`src/rtl/camera_ctrl_pkg.sv`:
```
// Shared types and helpers for the 2x2 pixel camera controller.
// Holds the sequencer state encoding, default exposure limits and the exposure clamp.
package camera_ctrl_pkg;

    typedef enum logic [2:0] {
        IDLE,
        EXPOSE,
        READ_R1,
        READ_GAP,
        READ_R2
    } state_e;

    localparam int EXP_MIN_DEFAULT    = 2;
    localparam int EXP_MAX_DEFAULT    = 30;
    localparam int ROW_CYCLES_DEFAULT = 3;

    // Limits the register value to the exposure range the pixel array can use.
    function automatic logic [4:0] clamp_exp(input logic [4:0] value,
                                             input logic [4:0] lo,
                                             input logic [4:0] hi);
        if (value < lo) begin
            return lo;
        end
        if (value > hi) begin
            return hi;
        end
        return value;
    endfunction

endpackage

```
`src/rtl/camera_ctrl_fsm_row_read_seq.sv`:
```
// Row readout phase sequencer: counts the cycles a row select is held and
// strobes the ADC in the middle of the row. Reused for both rows.
module row_read_seq #(
    parameter int ROW_CYCLES = 3
) (
    input  logic clk,
    input  logic reset,
    input  logic row_go,
    output logic row_active,
    output logic adc_pulse,
    output logic row_last
);

    localparam int PW = $clog2(ROW_CYCLES);
    localparam logic [PW-1:0] PHASE_LAST = PW'(ROW_CYCLES - 1);
    localparam logic [PW-1:0] PHASE_ADC  = PW'(ROW_CYCLES / 2);

    logic [PW-1:0] phase_q, phase_d;
    logic          active_q, active_d;
    logic          adc_q, adc_d;

    // row_go says a row will be selected next cycle; phase restarts at 0 on each new row.
    always_comb begin
        phase_d  = '0;
        active_d = row_go;
        if (row_go && active_q && (phase_q != PHASE_LAST)) begin
            phase_d = phase_q + PW'(1);
        end
        adc_d = row_go && (phase_d == PHASE_ADC);
    end

    always_ff @(posedge clk) begin
        if (reset) begin
            phase_q  <= '0;
            active_q <= 1'b0;
            adc_q    <= 1'b0;
        end else begin
            phase_q  <= phase_d;
            active_q <= active_d;
            adc_q    <= adc_d;
        end
    end

    assign row_active = active_q;
    assign adc_pulse  = adc_q;
    assign row_last   = (phase_q == PHASE_LAST);

endmodule

```
`src/rtl/camera_ctrl_fsm.sv`:
```
// Top-level capture sequencer: erase while idle, expose for the clamped
// exposure length, then read row 1, a gap cycle, and row 2.
module camera_ctrl_fsm
    import camera_ctrl_pkg::*;
#(
    parameter int EXP_MIN    = EXP_MIN_DEFAULT,
    parameter int EXP_MAX    = EXP_MAX_DEFAULT,
    parameter int ROW_CYCLES = ROW_CYCLES_DEFAULT
) (
    input  logic       clk,
    input  logic       reset,
    input  logic [4:0] init,
    input  logic       exp_start,
    output logic       erase,
    output logic       expose,
    output logic       nre_1,
    output logic       nre_2,
    output logic       adc,
    output logic       exp_done
);

    state_e     state_q, state_d;
    logic [4:0] exp_cnt_q, exp_cnt_d;
    logic       erase_q, erase_d;
    logic       expose_q, expose_d;
    logic       nre_1_q, nre_1_d;
    logic       nre_2_q, nre_2_d;
    logic       exp_done_q, exp_done_d;

    logic row_go;
    logic row_active;
    logic adc_pulse;
    logic row_last;
    logic row_end;

    assign row_end = row_active && row_last;

    // Outputs are computed from the next state so they register alongside it.
    always_comb begin
        state_d   = state_q;
        exp_cnt_d = exp_cnt_q;
        unique case (state_q)
            IDLE: begin
                if (exp_start) begin
                    state_d   = EXPOSE;
                    exp_cnt_d = clamp_exp(init, 5'(EXP_MIN), 5'(EXP_MAX));
                end
            end
            EXPOSE: begin
                exp_cnt_d = exp_cnt_q - 5'd1;
                if (exp_cnt_q == 5'd1) begin
                    state_d = READ_R1;
                end
            end
            READ_R1: begin
                if (row_end) begin
                    state_d = READ_GAP;
                end
            end
            READ_GAP: state_d = READ_R2;
            READ_R2: begin
                if (row_end) begin
                    state_d = IDLE;
                end
            end
            default: state_d = IDLE;
        endcase

        row_go     = (state_d == READ_R1) || (state_d == READ_R2);
        erase_d    = (state_d == IDLE);
        expose_d   = (state_d == EXPOSE);
        nre_1_d    = (state_d != READ_R1);
        nre_2_d    = (state_d != READ_R2);
        exp_done_d = (state_q == READ_R2) && (state_d == IDLE);
    end

    always_ff @(posedge clk) begin
        if (reset) begin
            state_q    <= IDLE;
            exp_cnt_q  <= 5'd0;
            erase_q    <= 1'b1;
            expose_q   <= 1'b0;
            nre_1_q    <= 1'b1;
            nre_2_q    <= 1'b1;
            exp_done_q <= 1'b0;
        end else begin
            state_q    <= state_d;
            exp_cnt_q  <= exp_cnt_d;
            erase_q    <= erase_d;
            expose_q   <= expose_d;
            nre_1_q    <= nre_1_d;
            nre_2_q    <= nre_2_d;
            exp_done_q <= exp_done_d;
        end
    end

    row_read_seq #(
        .ROW_CYCLES(ROW_CYCLES)
    ) u_row_seq (
        .clk       (clk),
        .reset     (reset),
        .row_go    (row_go),
        .row_active(row_active),
        .adc_pulse (adc_pulse),
        .row_last  (row_last)
    );

    assign erase    = erase_q;
    assign expose   = expose_q;
    assign nre_1    = nre_1_q;
    assign nre_2    = nre_2_q;
    assign adc      = adc_pulse;
    assign exp_done = exp_done_q;

endmodule

```
`config.mk`:
```
export PLATFORM = sky130hd
export DESIGN_NAME = camera_ctrl_fsm
export DESIGN_NICKNAME = d
export VERILOG_FILES = /design/src/rtl/camera_ctrl_pkg.sv /design/src/rtl/camera_ctrl_fsm_row_read_seq.sv /design/src/rtl/camera_ctrl_fsm.sv
export SDC_FILE = /design/constraint.sdc
export NUM_CORES = 1
export LEC_CHECK = 0
export CAP_MARGIN = 20
export CORE_MARGIN = 1
export CORE_UTILIZATION = 47
export CTS_CLUSTER_DIAMETER = 80
export DETAILED_ROUTE_END_ITERATION = 12
export HOLD_SLACK_MARGIN = 0.03
export PLACE_DENSITY = 0.75
export SYNTH_ARGS = -nofsm -noshare
export SYNTH_HDL_FRONTEND = slang
export SYNTH_SLANG_ARGS = --single-unit
```
`constraint.sdc`:
```
create_clock -name clk -period 1.8 [get_ports clk]
set_input_delay 0.36 -clock clk [delete_from_list [all_inputs] [get_ports clk]]
set_output_delay 0.36 -clock clk [all_outputs]
set_load 0.01 [all_outputs]
```
# Word-level counts from Yosys, hierarchy flattened
# Cells that the tools add are included.
[classes]
n_addsub = 2
mul = 0
div = 0
order_cmp = 2
eq_ne = 14
shift = 0
muxes = 19
bitwise = 0
n_reduce_logical = 10
[ops]
columns = ["op", "count"]
rows = [
  ["5-bit two-way mux", 5],
  ["3-bit case mux with 5 select lines", 1],
  ["3-bit two-way mux", 4],
  ["5-bit case mux with 2 select lines", 1],
  ["3-bit by 2-bit == test with 1-bit output, second input constant", 3],
  ["1-bit two-way mux", 7],
  ["3-bit by 1-bit == test with 1-bit output, second input constant", 2],
  ["3-bit == test, second input constant", 2],
  ["3-bit zero test", 2],
  ["5-bit by 1-bit == test with 1-bit output, second input constant", 1],
  ["5-bit > comparator, second input constant", 1],
  ["1-bit logical AND", 5],
  ["5-bit by 2-bit less-than comparator with 1-bit output, second input constant", 1],
  ["5-bit by 1-bit subtractor with 5-bit output, second input constant", 1],
  ["2-bit != test, second input constant", 2],
  ["3-bit by 2-bit != test with 1-bit output, second input constant", 1],
  ["3-bit != test, second input constant", 1],
  ["2-bit by 1-bit adder with 2-bit output, second input constant", 1],
  ["2-bit by 1-bit == test with 1-bit output, second input constant", 1],
  ["2-bit == test, second input constant", 1],
  ["2-bit two-way mux", 1],
  ["2-bit AND reduction", 1],
  ["2-bit nonzero test", 1],
  ["1-bit logical OR", 1],
]
[totals]
reg_bits = 17
latch_bits = 0
mem_bits_rw = 0
rom_bits = 0
output_inout_bits = 6
wordCells = 57
n_memories = 0

# Logic depth before layout (Yosys ltp)
[logic_depth]
depth_word = 11
ltp_mapped = 5
depth_no_buf = 5

# Modules after synthesis
# A second synthesis with hierarchy kept.
[hier_totals]
cells_unflattened = 96
hier_area_um2 = 913.4
[by_module_without_submodules]
columns = ["mod", "n_inst", "cells_each", "area_each_um2", "seq_area_each_um2"]
rows = [
  ["camera_ctrl_fsm", 1, 85, 760.7, 260.2],
  ["row_read_seq", 1, 11, 152.6, 80.1],
]

# Least setup slack after synthesis
# No wires, ideal clock.
[synth_timing]
path_type = "flip-flop to flip-flop"
start = "reg exp_cnt_q[0]"
end = "reg u_row_seq.phase_q[1]"
setup_ps = 103
arrival_time_ps = 1198
required_ps = 1697
setup_slack_ps = 499
path_stages_with_launch = 5
path_buffers = 0
period_less_slack_ps = 1301
cell_sequence = "dfxtp_1 -> ha_1 -> nor4b_4 -> o21ai_2 -> a2111oi_2"
[synth_via]
elab_chain_cells = 8
elab_cells_between_ends = 9
cone_classes = "3 x eq/ne; 3 x mux; 3 x reduce/logical"
[synth_lines]
columns = ["element", "line_no", "rtl"]
rows = [
  ["from (decl)", "camera_ctrl_fsm.sv:23", "logic [4:0] exp_cnt_q, exp_cnt_d;"],
  ["from (signal assigned)", "camera_ctrl_fsm.sv:88", "exp_cnt_q <= exp_cnt_d;"],
  ["5-bit by 1-bit == test with 1-bit output *", "camera_ctrl_fsm.sv:51", "if (exp_cnt_q == 5'd1) begin"],
  ["3-bit two-way mux *", "camera_ctrl_fsm.sv:51", ""],
  ["3-bit case mux with 5 select lines *", "camera_ctrl_fsm.sv:42", "unique case (state_q)"],
  ["3-bit by 2-bit == test with 1-bit output / 3-bit == test (equally long branches)", "camera_ctrl_fsm.sv:69", "row_go = (state_d == READ_R1) || (state_d == READ_R2);"],
  ["1-bit logical OR *", "camera_ctrl_fsm.sv:69", ""],
  ["1-bit logical AND * (2 in series)", "camera_ctrl_fsm_row_read_seq.sv:26", "if (row_go && active_q && (phase_q != PHASE_LAST)) begin"],
  ["2-bit two-way mux *", "camera_ctrl_fsm_row_read_seq.sv:26", ""],
  ["to (signal assigned)", "camera_ctrl_fsm_row_read_seq.sv:38", "phase_q <= phase_d;"],
  ["to (decl)", "camera_ctrl_fsm_row_read_seq.sv:18", "logic [PW-1:0] phase_q, phase_d;"],
]
# Every way passes the cells marked *; elsewhere a longest branch is shown, timed or not.
# A chain may end at the register's enable or synchronous reset.

# Worst setup path in the final report
# Same ends and word-level chain as after synthesis.

==> impl_metrics.ini <==
[run_status]
status = finished, final reports clean

[layout]
fillers = 162
nets = 123
layout_common_cells = 17 x dfxtp_1, 13 x clkdlybuf4s50_1, 7 x nand2_1
synthToLayoutAreaGrowth_pct = 21.1
stdcell_count = 136
drive_gt1_frac = 0.144
diodes = 0
final_common_cell = dfxtp_1

[synthesis]
synth.area.top_cells = dfxtp_1 39%, ha_1 4.3%, a21oi_1 3.5%
yosys_warnings = 0
netlist_instances = 95
synth_fp_nets = 106
yosys.area.top_type_share = 0.392
syn-cell-area_um2 = 867
synthFlopType = dfxtp_1
async_flop_share = 0
syn_avg_cell_area_um2 = 9.13
ys_seq_area_frac = 0.392
yosysTopAreaCell = dfxtp_1
synth_edf_count = 0
synth.distinct_cells = 35
yosys_register_bits = 17

[setup_path]
path_class = reg -> reg
worstPathMaxFanout = 5
cp.depth = 4
cp-start-kind = flop
cp-end-kind = flop
worstPathArrival_ps = 1730
worstPathCellList = ha_1, nor4b_4, o21ai_2, a2111oi_2
r2r_cells = 4
max_stage_delay_ps = 430
crit_required_ps = 2000
cp_slowest_cell = dfxtp_1
path_buf_inv = 0
cp_top_family = compound AO/OA/AOI/OAI gates

[route]
wl_mm = 1.70
dr_wl_met2_um = 769
wl_met3_um = 62
dr.max_layer_used = met4
drc = 0
drt-pass1-iter-count = 4
drt_iter0_markers = 20
wl_per_cell_um = 12.5
avgViaCountPerCell = 5.49
vias = 746
m1WireLength_um = 856
antenna_left = 0

[sta]
finalSetupViolations = 0
fmax_mhz = 655
final_max_slew_viol_count = 0
slew_headroom = 0.656
rsz0062_at_grt = false
fin_setup_tns_ps = 0
timing.final.crit_share = 0.848
finalHoldViolations = 0
fin_crit_ps = 1530
finClkSkew_ps = 1.52
worst_slew_pin_slew_ps = 516

[clock_tree]
cts_tree = built
ctsResizeCount = 0
clock_sinks = 17
hold_buffers = 0
htree_num_levels = 1
clk_pin_slew_ps = 110
cts_buffer_depth = 2
clock_latency_ps = 290
cts_setup_buffers = 0
cts_buffers = 3
root_buffer = clkbuf_4

[grt]
grt_pass1_wl_mm = 2.75
grt_max_degree = 16
grt.total_usage = 0.191
grt_overflow = 0
antenna_found_initial = 0
grt_pass1_vias = 628

[placed_design]
numPlacedInstances = 132
dp_hpwl_mm = 1.27
placement.io_buffers = 13
globalplace.congestion = 0.825

[die]
die_x_um = 45.0
std_cell_rows = 15
core_um2 = 1730
die-area_um2 = 2020
io_pins = 14
initial_core_util = 0.502
die_y_um = 45.0

[pwr]
peakVddDrop_mv = 0.545
leakage_uw = 0.000370
p_per_area_nw_per_um2 = 760

[hold_path]
hp-class = reg -> reg
min_delay_path_depth = 2

[flow_run]
cap_violations = 0
layout make-up:
cell class	instances	area (um2)	area share
sequential	17	340	0.324
inverter	6	22.5	0.0215
tap	25	31.3	0.0298
multi-input combinational	68	475	0.453
timing repair buffer	16	153	0.145
clock buffer	3	22.5	0.0215
clock inverter	1	5.00	0.00477
power breakdown:
part           internal, uW  switching (uW)  total, uW
clock network          82.8             131        214
registers               400            32.2        432
logic                  82.3            70.0        152
synth_stat cells, types with 3 or more instances:
cell       n
a21o_1     3
a21oi_1    6
a31oi_1    4
dfxtp_1   17
ha_1       3
inv_1      6
nand2_1    7
nand2b_1   3
nand4_1    3
nor2_1     4
nor3_1     4
o21ai_0    4
or2_2      3
tightest hold or removal path, stage by stage, from the launching register on:
cell	delay, ps
dfxtp_1	370
nand2_1	70
a21oi_1	40
worst paths after layout:
kind,startpoint,end,slack [ps]
max reg2reg,exp_cnt_q[0],u_row_seq.phase_q[1],270
min reg2reg,u_row_seq.row_active,u_row_seq.phase_q[0],510
max,exp_cnt_q[0],u_row_seq.phase_q[1],270
min,u_row_seq.row_active,u_row_seq.phase_q[0],510
sequential cells by signal (all words and copies together) (netlist names):
name / cells
u_row_seq.row_active: 1
erase: 1
expose: 1
nre_2: 1
exp_cnt_q: 5
exp_done: 1
u_row_seq.adc_pulse: 1
state_q: 3
nre_1: 1
u_row_seq.phase_q: 2
logic make-up after synthesis:
| group | Yosys count | share of synthesized area |
|---|---|---|
| simple gates | 38 | 0.291 |
| compound gates | 27 | 0.214 |
| flops | 17 | 0.393 |
| buf+inv | 10 | 0.0592 |
| fa+ha+maj | 3 | 0.0433 |
metal layers:
metal  vias to the layer above  global-route usage
met3                         2              0.0240
met4                         0               0.109
met2                        14               0.290
met5                         -                   0
met1                       353               0.261
li1                        377                   -
metrics by stage:
stage                     hold slack [ps]   util  area [um2]  setup slack, ps  total power (uW)
after floorplan                       463      -         867              499               536
after global placement                497  0.592        1020              104               589
after detailed placement              501  0.592        1020             86.7               592
after global routing                  557  0.608        1050              165               836
final                                 511  0.608        1050              274               798
after CTS                             517  0.608        1050              273               801
No activity file was read; power rests on OpenSTA's default activity.
==> variant 1, RTL diff (same flow settings) <==
Make the reset (`reset`) asynchronous in 2 clocked blocks.
--- a/src/rtl/camera_ctrl_fsm_row_read_seq.sv
+++ b/src/rtl/camera_ctrl_fsm_row_read_seq.sv
@@ -30,5 +30,5 @@
     end
 
-    always_ff @(posedge clk) begin
+    always_ff @(posedge clk or posedge reset) begin
         if (reset) begin
             phase_q  <= '0;
--- a/src/rtl/camera_ctrl_fsm.sv
+++ b/src/rtl/camera_ctrl_fsm.sv
@@ -75,5 +75,5 @@
     end
 
-    always_ff @(posedge clk) begin
+    always_ff @(posedge clk or posedge reset) begin
         if (reset) begin
             state_q    <= IDLE;
Formal check against the unedited RTL: differs if reset is asserted again (counterexample within 4 cycles, from zero or initial values and one cycle with reset high); with reset held inactive, the same outputs for 10 cycles.
==> variant 1 against the unedited design <==
Synthesized area rose by 3.0%; design area rose by 7.0%; sequential cell count unchanged; wire length up 1.4%; final cell count decreased by 3.7%; setup slack got worse by 190 ps; maximum frequency shrank 11%; utilization rose by 3.6 points; critical endpoint is now exp_cnt_q[4]$_DFFE_PP0P_; highest routed layer unchanged.
Power is not compared: it rests on default switching activity, and its combinational part moved more than twofold at a synthesized area within 25%.
==> variant 1: results (changes against the unedited design) <==
metric;value;unit;change
ys_types;36;;+2.9%
cts_root_buf;clkbuf_4;;
internal-power;0.000906;W;
clk_latency;300;ps;
largestRegisters;exp_cnt_q (5), state_q (3), u_row_seq.phase_q (2);;
power.leakage;0.482;nW;
clkSlewWorstSetupHoldPaths;100;ps;
cts-resized-gates;0;;unchanged
ys.flop_type;dfrtp_1;;
worst-endpoint-arrival;1920;ps;+190 ps
grt_usage;0.199;;+0.00719
dr.pass1.iters;4;;unchanged
wl_per_cell;13.2;µm;+5.3%
finalClockSkew;8.76;ps;+7.23 ps
grt_pass1_vias;671;;+6.8%
synth_commonest_cells;14 x dfrtp_1, 6 x nand2_1, 5 x inv_1, 5 x nor3_1, 4 x nor2_1;;
instances_no_fill;131;;-3.7%
drive_above_1_share;0.179;;+0.0351
syn-num-nets;96;;-9.4%
cp_slowest_stage_delay;470;ps;+40 ps
drt_iter0_drc;8;;-60%
grt_pass1_wl;2.74;mm;-0.51%
htreeDepth;1;;unchanged
dp_hpwl;1.30;mm;+2.0%
worstPathMaxFanout;4;;-1
grt_antenna_before_repair;0;;unchanged
syn-instance-count;85;;-11%
tightest_slew;430;ps;-86.0 ps
ir_drop;0.816;mV;
cts_buffer_depth;2;;unchanged
vias_per_cell;5.39;;-1.7%
cts_setup_buffers;0;;unchanged
cts_buffers;3;;unchanged
critPathTopFamily;simple AND/OR/NAND/NOR gates;;
hold_path.class;in -> async;;
antennaDiodeCount;0;;unchanged
yosysWarnings;0;;unchanged
async_flop_share;1.00;;+1.00
layout.nets;118;;-4.1%
io_buffer_count;13;;unchanged
crit_slowest_cell;or3b_2;;
synth.top_cells.by_area;dfrtp_1 39%, dfstp_2 8.8%, ha_1 4.2%;;
yosysSeqAreaShare;0.480;;+0.0879
globalplace.congestion;0.924;;+12%
grt_start_max_net_pins;18;;+2
status;completed;;
[variant 1: metrics by stage]
stage                     hold slack, ps  area, µm²   util  setup WS, ps
final                                355       1120  0.644          79.7
after global routing                 370       1120  0.644          5.89
after CTS                            363       1120  0.644          71.0
after detailed placement             463       1100  0.628          -134
after global placement               455       1100  0.628         -65.8
after floorplan                      284        893      -           207
[variant 1: path summary, 6_finish.rpt]
check | start | end | slack (ps) | cells after the start
max in group asynchronous | reset | nre_2$_DFF_PP1_ | 1190 | 3
max reg2reg | exp_cnt_q[0]$_DFFE_PP0P_ | exp_cnt_q[4]$_DFFE_PP0P_ | 80 | 5
min reg2reg | u_row_seq.phase_q[0]$_DFF_PP0_ | u_row_seq.phase_q[0]$_DFF_PP0_ | 480 | 1
min in group clk | u_row_seq.phase_q[0]$_DFF_PP0_ | u_row_seq.phase_q[0]$_DFF_PP0_ | 480 | 1
max | exp_cnt_q[0]$_DFFE_PP0P_ | exp_cnt_q[4]$_DFFE_PP0P_ | 80 | 5
min | reset | u_row_seq.phase_q[1]$_DFF_PP0_ | 360 | 3
[variant 1: final cells by class]
type / count / area [µm²]
Timing Repair Buffer: 21 / 190
Clock buffer: 3 / 22.5
Fill cell: 140 / 622
Sequential cell: 17 / 429
Tap cell: 25 / 31.3
Multi-Input combinational cell: 59 / 427
Clock inverter: 1 / 5.00
Inverter: 5 / 18.8
[variant 1: power by group through the flow]
stage          Clock, W  Combinational (W)  Sequential (W)
2_1_floorplan         0           0.000403        0.000597
3_3_place_gp          0           0.000565        0.000613
3_5_place_dp          0           0.000578        0.000618
4_1_cts        0.000214           0.000585        0.000611
5_1_grt        0.000230           0.000646        0.000627
6_report       0.000208           0.000583        0.000610
[variant 1: worst min-delay path: stages]
cell and delay, ps:
clkdlybuf4s50_1 390, inv_1 50, buf_4 230
[variant 1: kinds of logic (layout without fill, tap and decap cells)]
family	count (synthesis)	in the layout	synth area share
AO/OA/AOI/OAI	16	16	0.141
multiplexers	3	3	0.0364
buffers and inverters	9	30	0.0420
AND/OR/NAND/NOR	37	37	0.258
flip-flops	17	17	0.480
adder cells (fa/ha/maj)	3	3	0.0420
[variant 1: per-layer routing]
layer,GRT usage,vias up,routed length [µm]
met2,0.311,13,860
met5,0,-,0
met3,0.0714,7,57
met1,0.219,328,759
met4,0.145,0,47
li1,-,358,-
==> variant 2, RTL diff (same flow settings) <==
Without the edit above. The package constant `ROW_CYCLES_DEFAULT` goes from 3 to 5.
--- a/src/rtl/camera_ctrl_pkg.sv
+++ b/src/rtl/camera_ctrl_pkg.sv
@@ -13,5 +13,5 @@
     localparam int EXP_MIN_DEFAULT    = 2;
     localparam int EXP_MAX_DEFAULT    = 30;
-    localparam int ROW_CYCLES_DEFAULT = 3;
+    localparam int ROW_CYCLES_DEFAULT = 5;
 
     // Limits the register value to the exposure range the pixel array can use.
Behaviour: not the same (Yosys sat finds a counterexample within 10 cycles, from zero or initial values and one cycle with reset high).
==> variant 2 against the unedited design <==
Combinational power rose by 12%; highest routed layer unchanged; largest power group unchanged; clock skew up 0.82 ps; clock power is 17% higher; count of clock-buffer cells in the layout up 1; total power is 9.6% higher; synthesized area increased by 3.6%; first-iteration DRC count is 90% higher; setup slack worse by 95 ps; worst hold slack improved by 3.9 ps; wire length increased by 4.8%; maximum frequency down 5.9%; die area up 3.5%; design area rose by 5.7%; sequential cell count grew 1.
==> variant 2: results (changes against the unedited design) <==
metric;value;unit;change
status;completed;;
ys_types;35;;unchanged
ys.flop_type;dfxtp_1;;
crit_slowest_cell;dfxtp_1;;
ir_drop;0.474;mV;-13%
synth_commonest_cells;18 x dfxtp_1, 8 x nor2_1, 6 x nand2_1;;
dpl.cell_count;138;;+4.5%
critPathTopFamily;simple AND/OR/NAND/NOR gates;;
grt_antenna_before_repair;0;;unchanged
dp_hpwl;1.26;mm;-0.80%
synth.area.mux_share;0.0223;;+0.0223
grt_start_max_net_pins;14;;-2
async_flop_share;0;;unchanged
grt_pass1_wl;2.94;mm;+6.8%
grt_pass1_vias;679;;+8.1%
cp_slowest_stage_delay;360;ps;-70 ps
hold_path.class;reg -> reg;;
power.leakage;0.424;nW;+14%
clkSlewWorstSetupHoldPaths;100;ps;
pre_cts_ws;29.3;ps;-57.3 ps
synth_xor_area_frac;0;;unchanged
synth_compound_area_frac;0.136;;-0.0771
syn-instance-count;99;;+4.2%
dr.pass1.iters;4;;unchanged
globalplace.congestion;0.769;;-6.7%
cts_buffers;3;;unchanged
cts-resized-gates;0;;unchanged
io_buffer_count;13;;unchanged
layout.nets;130;;+5.7%
syn-num-nets;111;;+4.7%
htreeDepth;1;;unchanged
synth-edff-count;0;;unchanged
synth.top_cells.by_area;dfxtp_1 40%, ha_1 5.6%, nor2_1 3.3%;;
crit-reg2reg-launch;exp_cnt_q[1]$_SDFFE_PP0P_;;
max_cap_violations;0;;unchanged
grt_usage;0.199;;+0.00737
worstPathMaxFanout;5;;unchanged
yosysWarnings;0;;unchanged
crit_type;reg -> reg;;
wl_per_cell;12.5;µm;+0.34%
routed_wl;1.78;mm;+4.8%
yosysSeqAreaShare;0.401;;+0.00862
clk_latency;290;ps;about the same
largestRegisters;exp_cnt_q (5), state_q (3), u_row_seq.phase_q (3);;
min_from;u_row_seq.row_active$_SDFF_PP0_;;
synthAdderAreaFrac;0.0557;;+0.0124
vias;781;;+4.7%
finalClockSkew;2.35;ps;+0.820 ps
antennaDiodeCount;0;;unchanged
worst-endpoint-arrival;1870;ps;+140 ps
placed_area;1070;µm²;+5.0%
drive_above_1_share;0.111;;-0.0330
cts_root_buf;clkbuf_4;;
cts_buffer_depth;2;;unchanged
drt_iter0_drc;38;;+90%
cts_setup_buffers;0;;unchanged
tightest_slew;455;ps;-61.1 ps
==> variant 2: cell count changes in the layout (fill, tap and decap cells not counted), sizes merged, moves of 2 or more <==
| cell | before | now |
|---|---|---|
| a21o | 3 | 1 |
| a31oi | 4 | 1 |
| and3 | 0 | 2 |
| and4 | 0 | 2 |
| and4b | 0 | 2 |
| buf | 3 | 5 |
| mux2i | 0 | 2 |
| nand3 | 1 | 3 |
| nor2 | 4 | 8 |
| nor2b | 2 | 4 |
| nor3b | 4 | 1 |
| o21ai | 7 | 3 |
| or2 | 3 | 0 |
==> variant 2: report_power, final <==
group          total (W)  switching [W]  internal (W)
Sequential      0.000454      0.0000299      0.000424
Combinational   0.000170      0.0000795     0.0000909
Clock           0.000250       0.000127      0.000123
==> variant 2: area by class of cell <==
| class | count | area, µm² |
|---|---|---|
| Multi-Input combinational cell | 72 | 495 |
| Inverter | 5 | 18.8 |
| Timing Repair Buffer | 18 | 168 |
| Sequential cell | 18 | 360 |
| Fill cell | 160 | 654 |
| Tap cell | 25 | 31.3 |
| Clock buffer | 4 | 36.3 |
==> variant 2: path summary, 6_finish.rpt <==
kind	to	slack (ps)	cells after the start
worst max-delay path	u_row_seq.phase_q[1]$_SDFF_PP0_	180	7
worst min-delay path	u_row_seq.adc_pulse$_SDFF_PP0_	520	2
worst max register to register	u_row_seq.phase_q[1]$_SDFF_PP0_	180	7
worst min register to register	u_row_seq.adc_pulse$_SDFF_PP0_	520	2
==> variant 2: layer usage <==
layer / vias to the layer above / share of wire / track usage
met5: - / 0 / 0
met4: 0 / 0.026 / 0.118
met3: 7 / 0.040 / 0.0476
met2: 29 / 0.44 / 0.280
met1: 349 / 0.50 / 0.273
li1: 396 / - / -
